[src/rtl/mskmc_col_scheduler_pkg.sv]
// Shared constants, FSM encoding and the unmasked MixColumns column function
// for the masked column scheduler.
package mskmc_col_scheduler_pkg;

  localparam int unsigned COL_W  = 32;
  localparam int unsigned BYTE_W = 8;
  localparam int unsigned ROWS   = 4;
  localparam int unsigned IDX_W  = 2;

  typedef enum logic {
    IDLE   = 1'b0,
    ACTIVE = 1'b1
  } state_e;

  // Multiply by x in GF(2^8) with the AES reduction polynomial.
  function automatic logic [BYTE_W-1:0] xtime(input logic [BYTE_W-1:0] a);
    return {a[BYTE_W-2:0], 1'b0} ^ (a[BYTE_W-1] ? 8'h1b : 8'h00);
  endfunction

  // MixColumns of one share; byte k (row k) at [8*k +: 8].
  function automatic logic [COL_W-1:0] mix_col(input logic [COL_W-1:0] a);
    logic [BYTE_W-1:0] a0, a1, a2, a3;
    logic [BYTE_W-1:0] b0, b1, b2, b3;
    a0 = a[0*BYTE_W +: BYTE_W];
    a1 = a[1*BYTE_W +: BYTE_W];
    a2 = a[2*BYTE_W +: BYTE_W];
    a3 = a[3*BYTE_W +: BYTE_W];
    b0 = xtime(a0) ^ (xtime(a1) ^ a1) ^ a2 ^ a3;
    b1 = a0 ^ xtime(a1) ^ (xtime(a2) ^ a2) ^ a3;
    b2 = a0 ^ a1 ^ xtime(a2) ^ (xtime(a3) ^ a3);
    b3 = (xtime(a0) ^ a0) ^ a1 ^ a2 ^ xtime(a3);
    return {b3, b2, b1, b0};
  endfunction

endpackage

[src/rtl/mskmc_col_datapath.sv]
// Combinational masked MixColumns with a sharewise final-round bypass.
// Each share is de-interleaved, mixed on its own and re-interleaved.
module mskmc_col_datapath
  import mskmc_col_scheduler_pkg::*;
#(
  parameter int unsigned d = 2
) (
  input  logic [COL_W*d-1:0] col,
  input  logic               last_round,
  output logic [COL_W*d-1:0] col_out
);

  // Share j bit b (b = 8*row + bit) lives at index d*b + j.
  for (genvar gj = 0; gj < d; gj++) begin : g_share
    logic [COL_W-1:0] sh_in;
    logic [COL_W-1:0] sh_mix;

    assign sh_mix = mix_col(sh_in);

    for (genvar gb = 0; gb < COL_W; gb++) begin : g_bit
      assign sh_in[gb]             = col[d*gb + gj];
      assign col_out[d*gb + gj]    = last_round ? col[d*gb + gj] : sh_mix[gb];
    end
  end

endmodule

[src/rtl/mskmc_col_scheduler.sv]
// Column scheduler for the masked MixColumns stage: counts four columns per
// state, latches the final-round flag on column 0 and registers the result.
module mskmc_col_scheduler
  import mskmc_col_scheduler_pkg::*;
#(
  parameter int unsigned d = 2
) (
  input  logic               clk,
  input  logic               rst,
  input  logic               in_valid,
  output logic               in_ready,
  input  logic [COL_W*d-1:0] in_col,
  input  logic               in_last_round,
  output logic               out_valid,
  input  logic               out_ready,
  output logic [COL_W*d-1:0] out_col,
  output logic [IDX_W-1:0]   out_idx,
  output logic               out_last_round,
  output logic               busy
);

  localparam int unsigned DW = COL_W * d;

  state_e             state_q, state_d;
  logic [IDX_W-1:0]   cnt_q, cnt_d;
  logic               lr_q, lr_d;
  logic               in_fire;
  logic               out_fire;
  logic               eff_lr;
  logic [DW-1:0]      dp_col;

  assign in_ready = !out_valid || out_ready;
  assign in_fire  = in_valid && in_ready;
  assign out_fire = out_valid && out_ready;
  assign busy     = (state_q == ACTIVE) || out_valid;

  // Column 0 takes its flag straight from the input; later columns use the latch.
  assign eff_lr   = (state_q == IDLE) ? in_last_round : lr_q;

  mskmc_col_datapath #(
    .d (d)
  ) u_datapath (
    .col        (in_col),
    .last_round (eff_lr),
    .col_out    (dp_col)
  );

  always_ff @(posedge clk) begin
    if (rst) begin
      state_q <= IDLE;
      cnt_q   <= '0;
      lr_q    <= 1'b0;
    end else begin
      state_q <= state_d;
      cnt_q   <= cnt_d;
      lr_q    <= lr_d;
    end
  end

  always_comb begin
    state_d = state_q;
    cnt_d   = cnt_q;
    lr_d    = lr_q;
    case (state_q)
      IDLE: begin
        if (in_fire) begin
          lr_d    = in_last_round;
          cnt_d   = IDX_W'(1);
          state_d = ACTIVE;
        end
      end
      ACTIVE: begin
        if (in_fire) begin
          cnt_d = cnt_q + IDX_W'(1);
          if (cnt_q == IDX_W'(3)) begin
            state_d = IDLE;
          end
        end
      end
      default: begin
        state_d = IDLE;
        cnt_d   = '0;
      end
    endcase
  end

  // Output stage: an accept always reloads, a bare release only drops valid.
  always_ff @(posedge clk) begin
    if (rst) begin
      out_valid      <= 1'b0;
      out_col        <= '0;
      out_idx        <= '0;
      out_last_round <= 1'b0;
    end else if (in_fire) begin
      out_valid      <= 1'b1;
      out_col        <= dp_col;
      out_idx        <= cnt_q;
      out_last_round <= eff_lr;
    end else if (out_fire) begin
      out_valid      <= 1'b0;
    end
  end

endmodule

[config.mk]
export PLATFORM = sky130hd
export DESIGN_NAME = mskmc_col_scheduler
export DESIGN_NICKNAME = d
export VERILOG_FILES = /design/src/rtl/mskmc_col_scheduler_pkg.sv /design/src/rtl/mskmc_col_datapath.sv /design/src/rtl/mskmc_col_scheduler.sv
export SDC_FILE = /design/constraint.sdc
export NUM_CORES = 1
export LEC_CHECK = 0
export BUFFER_PORTS_ARGS = -buffer_cell sky130_fd_sc_hd__clkbuf_2
export CORE_ASPECT_RATIO = 1.25
export CORE_MARGIN = 5
export CORE_UTILIZATION = 35
export DETAILED_ROUTE_END_ITERATION = 8
export GPL_ROUTABILITY_DRIVEN = 1
export GPL_TIMING_DRIVEN = 0
export PLACE_DENSITY = 0.64
export SYNTH_ARGS = -nofsm -noshare
export SYNTH_HDL_FRONTEND = slang
export SYNTH_HIERARCHICAL = 1
export SYNTH_SLANG_ARGS = --single-unit
[constraint.sdc]
create_clock -name clk -period 2.2 [get_ports clk]
set_clock_uncertainty 0.05 [all_clocks]
set_input_delay 0.22 -clock clk [delete_from_list [all_inputs] [get_ports clk]]
set_output_delay 0.22 -clock clk [all_outputs]
set_load 0.02 [all_outputs]
; ---- Word level (Yosys, flattened, before mapping)
; Cells that the tools add are included.
[totals]
ff_bits = 72
input_bits = 69
output_inout_bits = 70
elab_cells = 142
[classes]
add_sub_neg = 1
n_eq_ne = 3
muxes = 82
bitwise_logic = 41
n_reduce_logical = 8
[ops]
columns = cell, n
row1 = 8-bit bitwise XOR, 38
row2 = 1-bit 2-to-1 mux, 70
row3 = 5-bit 2-to-1 mux, 8
row4 = 8-bit by 5-bit bitwise XOR with 8-bit output, 2
row5 = 2-bit 2-to-1 mux, 2
row6 = 2-bit one-hot mux with 2 select lines, 1
row7 = 2-bit AND reduction, 2
row8 = 2-bit by 1-bit adder with 2-bit output (second input constant), 1
row9 = 2-bit == test (second input constant), 1
row10 = 1-bit logical AND, 2
row11 = 1-bit logical OR, 2
row12 = 2-bit by 1-bit != test with 1-bit output (second input constant), 1
row13 = 2-bit != test (second input constant), 1
row14 = 1-bit one-hot mux with 2 select lines, 1
row15 = 2-bit nonzero test, 1
row16 = 1-bit logical NOT, 1
row17 = 1-bit NOT, 1

; ---- Logic depth before layout (Yosys ltp)
; Gate-level depths: netlist (run 1).
[logic_depth]
depth_word = 7
mapped_depth = 8
ltp_nobuf = 5

; ---- Cells and area by module
; The synthesis (run 1) kept the hierarchy.
[modules_own_cells]
columns = mod, instances, cells_each, area_each_um2, seq_area_each_um2
row1 = mskmc_col_datapath, 1, 304, 3204.3, 0.0
row2 = mskmc_col_scheduler, 1, 333, 2929.1, 1441.4

; ---- Worst setup path before layout (run 1)
; Ideal clock, no wire load.
[synth_path]
path_kind = input port to flip-flop
startpoint = input in_col[14]
endpoint = register out_col[56]
setup_time_ns = 0.134
arrival_ns = 1.503
required_ns = 2.016
slack_ns = 0.513
cell_stages = 6
n_path_buf = 1
cell_sequence = buf_2 -> xnor3_1 -> xnor3_1 -> mux2_2 -> nand3_1 -> a21oi_1
[synth_between]
elab_chain_cells = 7
[synth_rtl]
columns = item, line_no
row1 = from (decl), mskmc_col_scheduler.sv:12  ; input logic [COL_W*d-1:0] in_col,
row2 = 5-bit 2-to-1 mux, mskmc_col_scheduler_pkg.sv:17  ; return {a[BYTE_W-2:0], 1'b0} ^ (a[BYTE_W-1] ? 8'h1b : 8'h00);
row3 = 8-bit by 5-bit bitwise XOR with 8-bit output, mskmc_col_scheduler_pkg.sv:17
row4 = 8-bit bitwise XOR (4 in series), mskmc_col_scheduler_pkg.sv:31  ; b3 = (xtime(a0) ^ a0) ^ a1 ^ a2 ^ xtime(a3);
row5 = 1-bit 2-to-1 mux, mskmc_col_datapath.sv:22  ; assign col_out[d*gb + gj] = last_round ? col[d*gb + gj] : sh_mix[gb];
row6 = named net dp_col[56], mskmc_col_scheduler.sv:30  ; logic [DW-1:0] dp_col;
row7 = to (signal assigned), mskmc_col_scheduler.sv:96  ; out_col <= dp_col;
row8 = to (decl), mskmc_col_scheduler.sv:16  ; output logic [COL_W*d-1:0] out_col,
; The timed path passes the listed nets, and every way through them passes these cells.
; A chain may end at the register's enable or synchronous reset.

; ---- Worst setup path in the final report (run 1)
[layout_path]
startpoint = register state_q
endpoint = register out_col[56]
[layout_between]
elab_chain_cells = 2
[layout_rtl]
columns = item, line_no
row1 = from (decl), mskmc_col_scheduler.sv:24  ; state_e state_q, state_d;
row2 = from (signal assigned), mskmc_col_scheduler.sv:54  ; state_q <= state_d;
row3 = 1-bit 2-to-1 mux, mskmc_col_scheduler.sv:38  ; assign eff_lr = (state_q == IDLE) ? in_last_round : lr_q;
row4 = named net eff_lr, mskmc_col_scheduler.sv:29  ; logic eff_lr;
row5 = 1-bit 2-to-1 mux, mskmc_col_datapath.sv:22
row6 = named net dp_col[56], mskmc_col_scheduler.sv:30
; The timed path passes the listed nets, and every way through them passes these cells.

==> results of run 1 <==
power breakdown:
group          leakage, uW  internal (uW)  switching, uW  total (uW)
registers         0.000592           1430           83.5        1520
logic              0.00277            996           1070        2070
clock network     0.000156            994            588        1580
total              0.00352           3420           1740        5170
synthesized netlist by cell type, types with 2 or more instances:
cell type	instances	area, sq um
a21oi_2	2	17.52
buf_6	14	157.7
nand3_1	66	330.3
clkbuf_1	32	120.1
nor3_1	5	25.02
xor2_1	36	315.3
a21oi_1	70	350.3
mux2_2	8	90.09
xnor2_1	29	254.0
buf_2	23	115.1
xor3_1	11	261.5
o21ai_1	85	425.4
dfxtp_1	72	1441
xnor3_1	71	1599
nand2_1	59	221.5
buf_12	2	40.04
o21ai_0	39	195.2
kinds of logic (layout without fill, tap and decap cells):
family | Yosys count | in the layout | synth area share (%)
flops | 72 | 72 | 23.50
simple gates | 135 | 135 | 10.49
xor+xnor | 150 | 150 | 40.60
fa+ha+maj | 1 | 1 | 0.2040
mux | 8 | 8 | 1.469
buf+inv | 74 | 206 | 7.507
compound gates | 197 | 197 | 16.24
state kept, by name, summed over array words and instances (netlist names):
| signal | count |
|---|---|
| out_col | 64 |
| cnt_q | 2 |
| state_q | 1 |
| lr_q | 1 |
| out_idx | 2 |
| out_last_round | 1 |
| out_valid | 1 |
routing by layer:
layer,vias up,wire length [um],global-route usage [%]
met5,-,0,0
met3,43,1185,2.767
met1,2519,8139,24.61
met2,201,9634,32.26
met4,0,845,9.454
li1,2480,-,-
layout make-up:
| type | instances | area, sq um |
|---|---|---|
| clock inverter | 7 | 95.09 |
| inverter | 2 | 20.02 |
| buffer | 72 | 446.7 |
| tap | 224 | 280.3 |
| timing repair buffer | 116 | 580.6 |
| multi-input combinational | 491 | 4232 |
| fill | 1749 | 10040 |
| clock buffer | 9 | 225.2 |
| sequential | 72 | 1441 |
worst reg2reg max path: cells and delay by family (launching register included):
family	cells	cell delay, ps
buf+inv	2	730
simple gates	1	90
flops	1	300
compound gates	1	60
mux	2	750
stage by stage:
| step | util (%) | hold WS (ps) | cell area, sq um |
|---|---|---|---|
| detailed placement | 40.28 | 422.0 | 6994 |
| global route | 42.16 | 134.6 | 7321 |
| floorplan | - | 337.0 | 6133 |
| CTS | 42.15 | 123.3 | 7320 |
| finish | 42.16 | 128.7 | 7321 |
| global placement | 40.28 | 410.9 | 6994 |
placed cells by master (no fill, tap or decap), types with 5 or more instances in the layout:
cell and n:
buf_2 23, xnor3_1 71, xor3_1 11, dfxtp_1 72
clkbuf_1 27, xnor2_1 29, o21ai_1 87, clkbuf_16 9
nor3_1 5, clkbuf_2 121, xor2_1 36, buf_6 14
nand2_1 59, o21ai_0 37, nand3_1 66, a21oi_1 70
mux2_2 8
final timing paths:
path / startpoint / depth (start not counted) / endpoint / slack, ps
setup / recovery: state_q / 6 / out_col[56] / 80
hold / removal: in_last_round / 3 / lr_q / 130
setup reg to reg: state_q / 6 / out_col[56] / 80
hold reg to reg: out_col[53] / 2 / out_col[53] / 430
timing repair:
item / CTS / global route
setup endpoints to repair: 18 / 3
resized for setup: 5 / 3
hold endpoints to repair: 0 / 0
==> results.sh, run 1 <==
export IMPL_clkTransAtPathRegs_ps=60
export IMPL_drc_errors=0
export IMPL_grt_max_degree=14
export IMPL_tightest_slew_ps=770.9
export IMPL_rows=54
export IMPL_setup_tns_ps=0
export IMPL_worst_ep_arrival_time_ps=2270
export IMPL_end_kind="flop"
export IMPL_coreArea_sq_um=17360
export IMPL_cts_post_setup_buffers_inserted=0
export IMPL_yosysSeqAreaShare_pct=23.50
export IMPL_clock_latency_ps=330
export IMPL_synth_fp_nets=707
export IMPL_dp_cells=977
export IMPL_crit_top_cell="mux2_2"
export IMPL_peakVddDrop_uv=466.0
export IMPL_rsz0062_at_grt="no"
export IMPL_grt_pass1_vias=5177
export IMPL_holdCritPathClass="in2reg"
export IMPL_drv_cap=0
export IMPL_clock_tree_htree_level_count=3
export IMPL_fin_nets=834
export IMPL_place_congestion=0.8274
export IMPL_wire_per_inst_um=19.94
export IMPL_maxSlewHeadroom_pct=48.61
export IMPL_path_cells="buf_6 > mux2_2 > clkbuf_1 > mux2_2 > nand3_1 > a21oi_1"
export IMPL_ys_types=30
export IMPL_path_max_fanout=10
export IMPL_synth_edf_count=0
export IMPL_drive_gt1_share_pct=25.62
export IMPL_layout_setup_ws_ps=81.31
export IMPL_fin_crit_ps=2119
export IMPL_hpwl_mm=15.67
export IMPL_clock_fmax_ghz=0.4720
export IMPL_die_y_um=158.0
export IMPL_cts_root_buf="clkbuf_16"
export IMPL_synth_ff_type="dfxtp_1"
export IMPL_critPathKind="reg2reg"
export IMPL_finalCritPeriodShare_pct=96.30
export IMPL_synth_avg_cell_area_sq_um=9.629
export IMPL_crit_slowest_cell="clkbuf_1"
export IMPL_grt_ovfl_total=0
export IMPL_drt_iter0_drc=389
export IMPL_final_cells=993
export IMPL_wl_mm=19.81
export IMPL_required_ps=2350
export IMPL_track_usage_pct=19.37
export IMPL_outcome="completed"
export IMPL_antenna_found_initial=0
export IMPL_pre_cts_slack_ps=-170.8
export IMPL_hold_buffers=0
export IMPL_leakage_uw=0.003519
export IMPL_netlist_instances=637
export IMPL_p_per_area_nw_per_um2=705.5
export IMPL_area_delta_synth_final_pct=19.36
export IMPL_hold_violations=0
export IMPL_drv_slew=0
export IMPL_firstDrtPassIters=5
export IMPL_via_per_inst=5.280
export IMPL_critical_path_buf_inv_count=2
export IMPL_total_power_uw=5165
export IMPL_synth_area_sq_um=6133
export IMPL_die_area_sq_um=20290
export IMPL_start_util_pct=35.32
export IMPL_cp_start_kind="flop"
export IMPL_ant_nets=0
export IMPL_yosysWarnings=6
export IMPL_setup_violations=0
export IMPL_synth_seq_cells=72
export IMPL_clock_sinks=72
export IMPL_critPathTopFamily="multiplexers"
export IMPL_io_buffer_count=116
export IMPL_cts_tree="done"
export IMPL_clock_path_buffers=2
export IMPL_cts_buffers=9
export IMPL_die_w_um=128.4
export IMPL_n_antenna_cell=0
export IMPL_cpPeakStageDelay_ps=600
export IMPL_vias=5243
export IMPL_io_pins=139
export IMPL_synthArstFlopShare_pct=0
export IMPL_grt_pass1_wl_mm=29.88
(Power assumes the default switching activity.)
==> run 2: changes to the inputs <==
- RECOVER_POWER: default -> 25
==> run 2 against run 1 <==
Worst setup slack better by 2.3 ps. Critical endpoint unchanged. Critical path depth stayed put. Global-route usage did not move. Die area unchanged. Wire length increased by 0.27%. Via count up 0.31%. First-iteration DRC count increased by 0.26%. Combinational power barely moved.
==> results.sh, run 2 (synthesis results as in run 1) <==
export IMPL_drt_iter0_drc=390
export IMPL_clock_fmax_ghz=0.4725
export IMPL_grt_pass1_wl_mm=29.88
export IMPL_required_ps=2350
export IMPL_drive_gt1_share_pct=21.07
export IMPL_drv_cap=0
export IMPL_p_per_area_nw_per_um2=707.6
export IMPL_grt_ovfl_total=0
export IMPL_firstDrtPassIters=5
export IMPL_clock_sinks=72
export IMPL_via_per_inst=5.296
export IMPL_crit_slowest_cell="clkbuf_1"
export IMPL_drc_errors=0
export IMPL_cts_tree="done"
export IMPL_vias=5259
export IMPL_track_usage_pct=19.37
export IMPL_rsz0062_at_grt="no"
export IMPL_hold_slack_ps=130.5
export IMPL_area_delta_synth_final_pct=18.65
export IMPL_antenna_found_initial=0
export IMPL_setup_violations=0
export IMPL_largest_register="out_col"
export IMPL_end_kind="flop"
export IMPL_peakVddDrop_uv=465.3
export IMPL_clock_tree_htree_level_count=3
export IMPL_die_w_um=128.4
export IMPL_n_antenna_cell=0
export IMPL_outcome="completed"
export IMPL_tightest_slew_ps=767.0
export IMPL_place_congestion=0.8274
export IMPL_ant_nets=0
export IMPL_wire_per_inst_um=20.00
export IMPL_clock_latency_ps=330
export IMPL_die_y_um=158.0
export IMPL_final_cell_mix="o21ai_1 (87), clkbuf_2 (86), dfxtp_1 (72)"
export IMPL_fin_crit_ps=2116
export IMPL_worst_ep_arrival_time_ps=2270
export IMPL_start_util_pct=35.32
export IMPL_maxSlewHeadroom_pct=48.87
export IMPL_finalCoreUtilization_pct=41.91
export IMPL_hpwl_mm=15.67
export IMPL_clock_path_buffers=2
export IMPL_critPathKind="reg2reg"
export IMPL_wl_mm=19.86
export IMPL_drv_slew=0
export IMPL_finalCritPeriodShare_pct=96.20
export IMPL_io_pins=139
export IMPL_die_area_sq_um=20290
export IMPL_clkTransAtPathRegs_ps=60
export IMPL_fin_nets=834
export IMPL_crit_top_cell="mux2_2"
export IMPL_cts_root_buf="clkbuf_16"
export IMPL_cts_post_setup_buffers_inserted=0
export IMPL_hold_buffers=0
export IMPL_holdCritPathClass="in2reg"
export IMPL_hold_violations=0
export IMPL_grt_max_degree=14
export IMPL_path_max_fanout=10
export IMPL_path_cells="buf_6 > mux2_2 > clkbuf_1 > mux2_2 > nand3_1 > a21oi_1"
export IMPL_grt_pass1_vias=5177
export IMPL_regArea_sq_um=1441
export IMPL_rows=54
export IMPL_cp_start_kind="flop"
export IMPL_largest_registers="out_col: 64 flops, cnt_q: 2 flops, out_idx: 2 flops"
export IMPL_io_buffer_count=116
export IMPL_largest_reg_flops=64
export IMPL_multi_input_area_sq_um=4232
export IMPL_cpPeakStageDelay_ps=600
export IMPL_leakage_uw=0.003402
export IMPL_final_common_cell="o21ai_1"
export IMPL_critical_path_buf_inv_count=2
export IMPL_fillers=1756
export IMPL_coreArea_sq_um=17360
export IMPL_cts_buffers=9
export IMPL_critPathTopFamily="multiplexers"
-- run 2: repair_timing --
action / 4_1_cts / 5_1_grt
gates cloned: 0 / 0
gates resized for setup: 5 / 3
setup endpoints to repair: 18 / 3
hold endpoints to repair: 0 / 0
-- run 2: worst paths after layout --
kind	startpoint	to	slack (ps)	depth (start not counted)
setup reg to reg	state_q	out_col[56]	80	6
setup / recovery	state_q	out_col[56]	80	6
hold / removal	in_last_round	lr_q	130	3
hold reg to reg	out_col[7]	out_col[7]	430	2
-- run 2: final cells by class --
cell class	instances	area share, %
sequential	72	19.81
timing repair buffer	116	7.376
clock inverter	7	1.307
clock buffer	9	3.095
tap	224	3.851
multi-input combinational	491	58.15
inverter	2	0.2751
buffer	72	6.138
-- run 2: per-stage QoR --
stage | setup TNS (ps) | cells | total power, uW | instance area, sq um | setup slack [ps]
after floorplan | 0 | 637 | 3002 | 6133 | 513.3
after global placement | -728.3 | 977 | 3584 | 6994 | -139.2
after detailed placement | -898.6 | 977 | 3604 | 6994 | -170.8
after CTS | 0 | 993 | 5191 | 7320 | 83.22
after global routing | 0 | 993 | 5390 | 7277 | 4.848
final | 0 | 993 | 5149 | 7277 | 83.58
-- run 2: where the power goes --
part	total [uW]	switching, uW	internal, uW	leakage (uW)
combinational	2050	1070	981	0.00265
clock	1580	583	994	0.000156
sequential	1520	83.8	1430	0.000592
-- run 2: worst min-delay path: stages --
cell and delay, ps:
clkbuf_2 110, nand4b_2 100, a21oi_2 40
-- run 2: metal layers --
metal / vias up / track usage (%) / part of all wire [%]
met1: 2533 / 24.61 / 41
li1: 2485 / - / -
met3: 45 / 2.767 / 5.5
met5: - / 0 / 0
met4: 0 / 9.454 / 4.3
met2: 196 / 32.26 / 49
==> run 3: changes to the inputs <==
- CTS_BUF_LIST: default -> sky130_fd_sc_hd__clkbuf_4
- RECOVER_POWER: 25 -> 100
==> run 3 against run 2 <==
Sequential share of layout area grew 0.65 points. Clock-buffer cell count is the same. Worst setup slack gained 39 ps. Sequential cell count is the same. Wire length is essentially flat. Combinational power shrank 2%. Clock power shrank 38%.
==> results.sh, run 3 (synthesis results as in run 1) <==
export IMPL_outcome="completed"
export IMPL_firstDrtPassIters=4
export IMPL_hold_buffers=0
export IMPL_rsz0062_at_grt="no"
export IMPL_antenna_found_initial=0
export IMPL_grt_max_degree=14
export IMPL_wl_mm=19.84
export IMPL_p_per_area_nw_per_um2=638.6
export IMPL_multi_input_area_sq_um=4228
export IMPL_fillers=1805
export IMPL_grt_ovfl_total=0
export IMPL_wire_per_inst_um=19.98
export IMPL_final_common_cell="clkbuf_1"
export IMPL_regArea_sq_um=1441
export IMPL_rows=54
export IMPL_fin_nets=834
export IMPL_clock_tree_htree_level_count=3
export IMPL_die_y_um=158.0
export IMPL_clkTransAtPathRegs_ps=120
export IMPL_internal_power_uw=2839
export IMPL_drv_slew=0
export IMPL_cts_root_buf="clkbuf_4"
export IMPL_holdCritPathClass="in2reg"
export IMPL_power_frac_comb_pct=44.6
export IMPL_vias=5226
export IMPL_die_w_um=128.4
export IMPL_peakVddDrop_uv=301.6
export IMPL_cp_start_kind="flop"
export IMPL_final_cells=993
export IMPL_finalCritPeriodShare_pct=94.41
export IMPL_track_usage_pct=19.25
export IMPL_power_frac_clock_pct=21.7
export IMPL_coreArea_sq_um=17360
export IMPL_seq_power_share_pct=33.7
export IMPL_maxSlewHeadroom_pct=54.85
export IMPL_worst_ep_arrival_time_ps=2390
export IMPL_fin_crit_ps=2077
export IMPL_clock_latency_ps=420
export IMPL_finalCoreUtilization_pct=40.57
export IMPL_power_switching_uw=1660
export IMPL_place_congestion=0.8274
export IMPL_clock_path_buffers=2
export IMPL_n_antenna_cell=0
export IMPL_cts_tree="done"
export IMPL_total_power_uw=4499
export IMPL_io_buffer_count=116
export IMPL_drt_iter0_drc=315
export IMPL_start_util_pct=35.32
export IMPL_clock_sinks=72
export IMPL_largest_reg_flops=64
export IMPL_largest_register="out_col"
export IMPL_hold_violations=0
export IMPL_required_ps=2510
export IMPL_clock_fmax_ghz=0.4815
export IMPL_drc_errors=0
export IMPL_dp_cells=977
export IMPL_ant_nets=0
export IMPL_drive_gt1_share_pct=15.73
export IMPL_end_kind="flop"
export IMPL_tightest_slew_ps=672.4
export IMPL_hpwl_mm=15.67
export IMPL_via_per_inst=5.263
export IMPL_pre_cts_slack_ps=-170.8
export IMPL_critPathKind="reg2reg"
export IMPL_drv_cap=0
export IMPL_final_cell_mix="clkbuf_1 (99), dfxtp_1 (72), xnor3_1 (71)"
export IMPL_largest_registers="out_col: 64 flops, cnt_q: 2 flops, out_idx: 2 flops"
export IMPL_grt_pass1_vias=5190
export IMPL_switching_share_pct=36.89
export IMPL_die_area_sq_um=20290
export IMPL_leakage_uw=0.003201
export IMPL_layout_setup_ws_ps=122.9
export IMPL_setup_violations=0
export IMPL_path_max_fanout=10
export IMPL_io_pins=139
export IMPL_grt_pass1_wl_mm=29.81
export IMPL_area_delta_synth_final_pct=14.85
export IMPL_cts_buffers=9
export IMPL_cts_post_setup_buffers_inserted=0
[run 3: changes by cell type in the layout (fill, tap and decap cells not counted), sizes merged]
cell	delta
clkbuf	+4
buf	-4
[run 3: worst paths after layout]
kind	startpoint	endpoint	slack, ps	cells past startpoint
hold reg to reg	out_col[7]	out_col[7]	440	2
setup reg to reg	state_q	out_col[45]	120	7
setup / recovery	state_q	out_col[45]	120	7
hold / removal	in_last_round	lr_q	20	3
[run 3: area by class of cell]
type                            count  area share [%]
Clock buffer                        9          0.9591
Clock inverter                      7           1.350
Inverter                            2          0.2842
Tap cell                          224           3.979
Multi-Input combinational cell    491           60.02
Buffer                             72           5.950
Timing Repair Buffer              116           6.998
Sequential cell                    72           20.46
[run 3: what timing repair did]
item	4_1_cts	5_1_grt
resized for setup	4	9
pin swaps	0	0
setup endpoints to repair	27	8
[run 3: worst max-delay path, cell delays in order, from the launching register on]
cell,delay (ps)
dfxtp_1,340
buf_6,130
mux2_2,390
clkbuf_2,240
clkbuf_1,290
o21ai_1,320
nand3_1,120
a21oi_1,130
[run 3: through the flow]
stage	TNS, ps	instance area, sq um	hold slack, ps
after floorplan	0	6133	337.0
after global placement	-728.3	6994	410.9
after detailed placement	-898.6	6994	422.0
after CTS	0	7162	4.444
after global routing	0	7044	14.13
final	0	7044	22.51
[run 3: power by group through the flow]
stage,clock (uW),combinational (uW),sequential [uW]
after floorplan,0,1330,1670
after global placement,0,2040,1540
after detailed placement,0,2060,1540
after CTS,991,2070,1510
after global routing,1050,2150,1530
final,976,2010,1520
[run 3: routing by layer]
| metal | vias to the layer above | global-route usage [%] | routed length, um |
|---|---|---|---|
| met4 | 0 | 8.089 | 750 |
| met2 | 202 | 32.56 | 9745 |
| met5 | - | 0 | 0 |
| met1 | 2504 | 24.36 | 8144 |
| li1 | 2477 | - | - |
| met3 | 43 | 3.105 | 1203 |
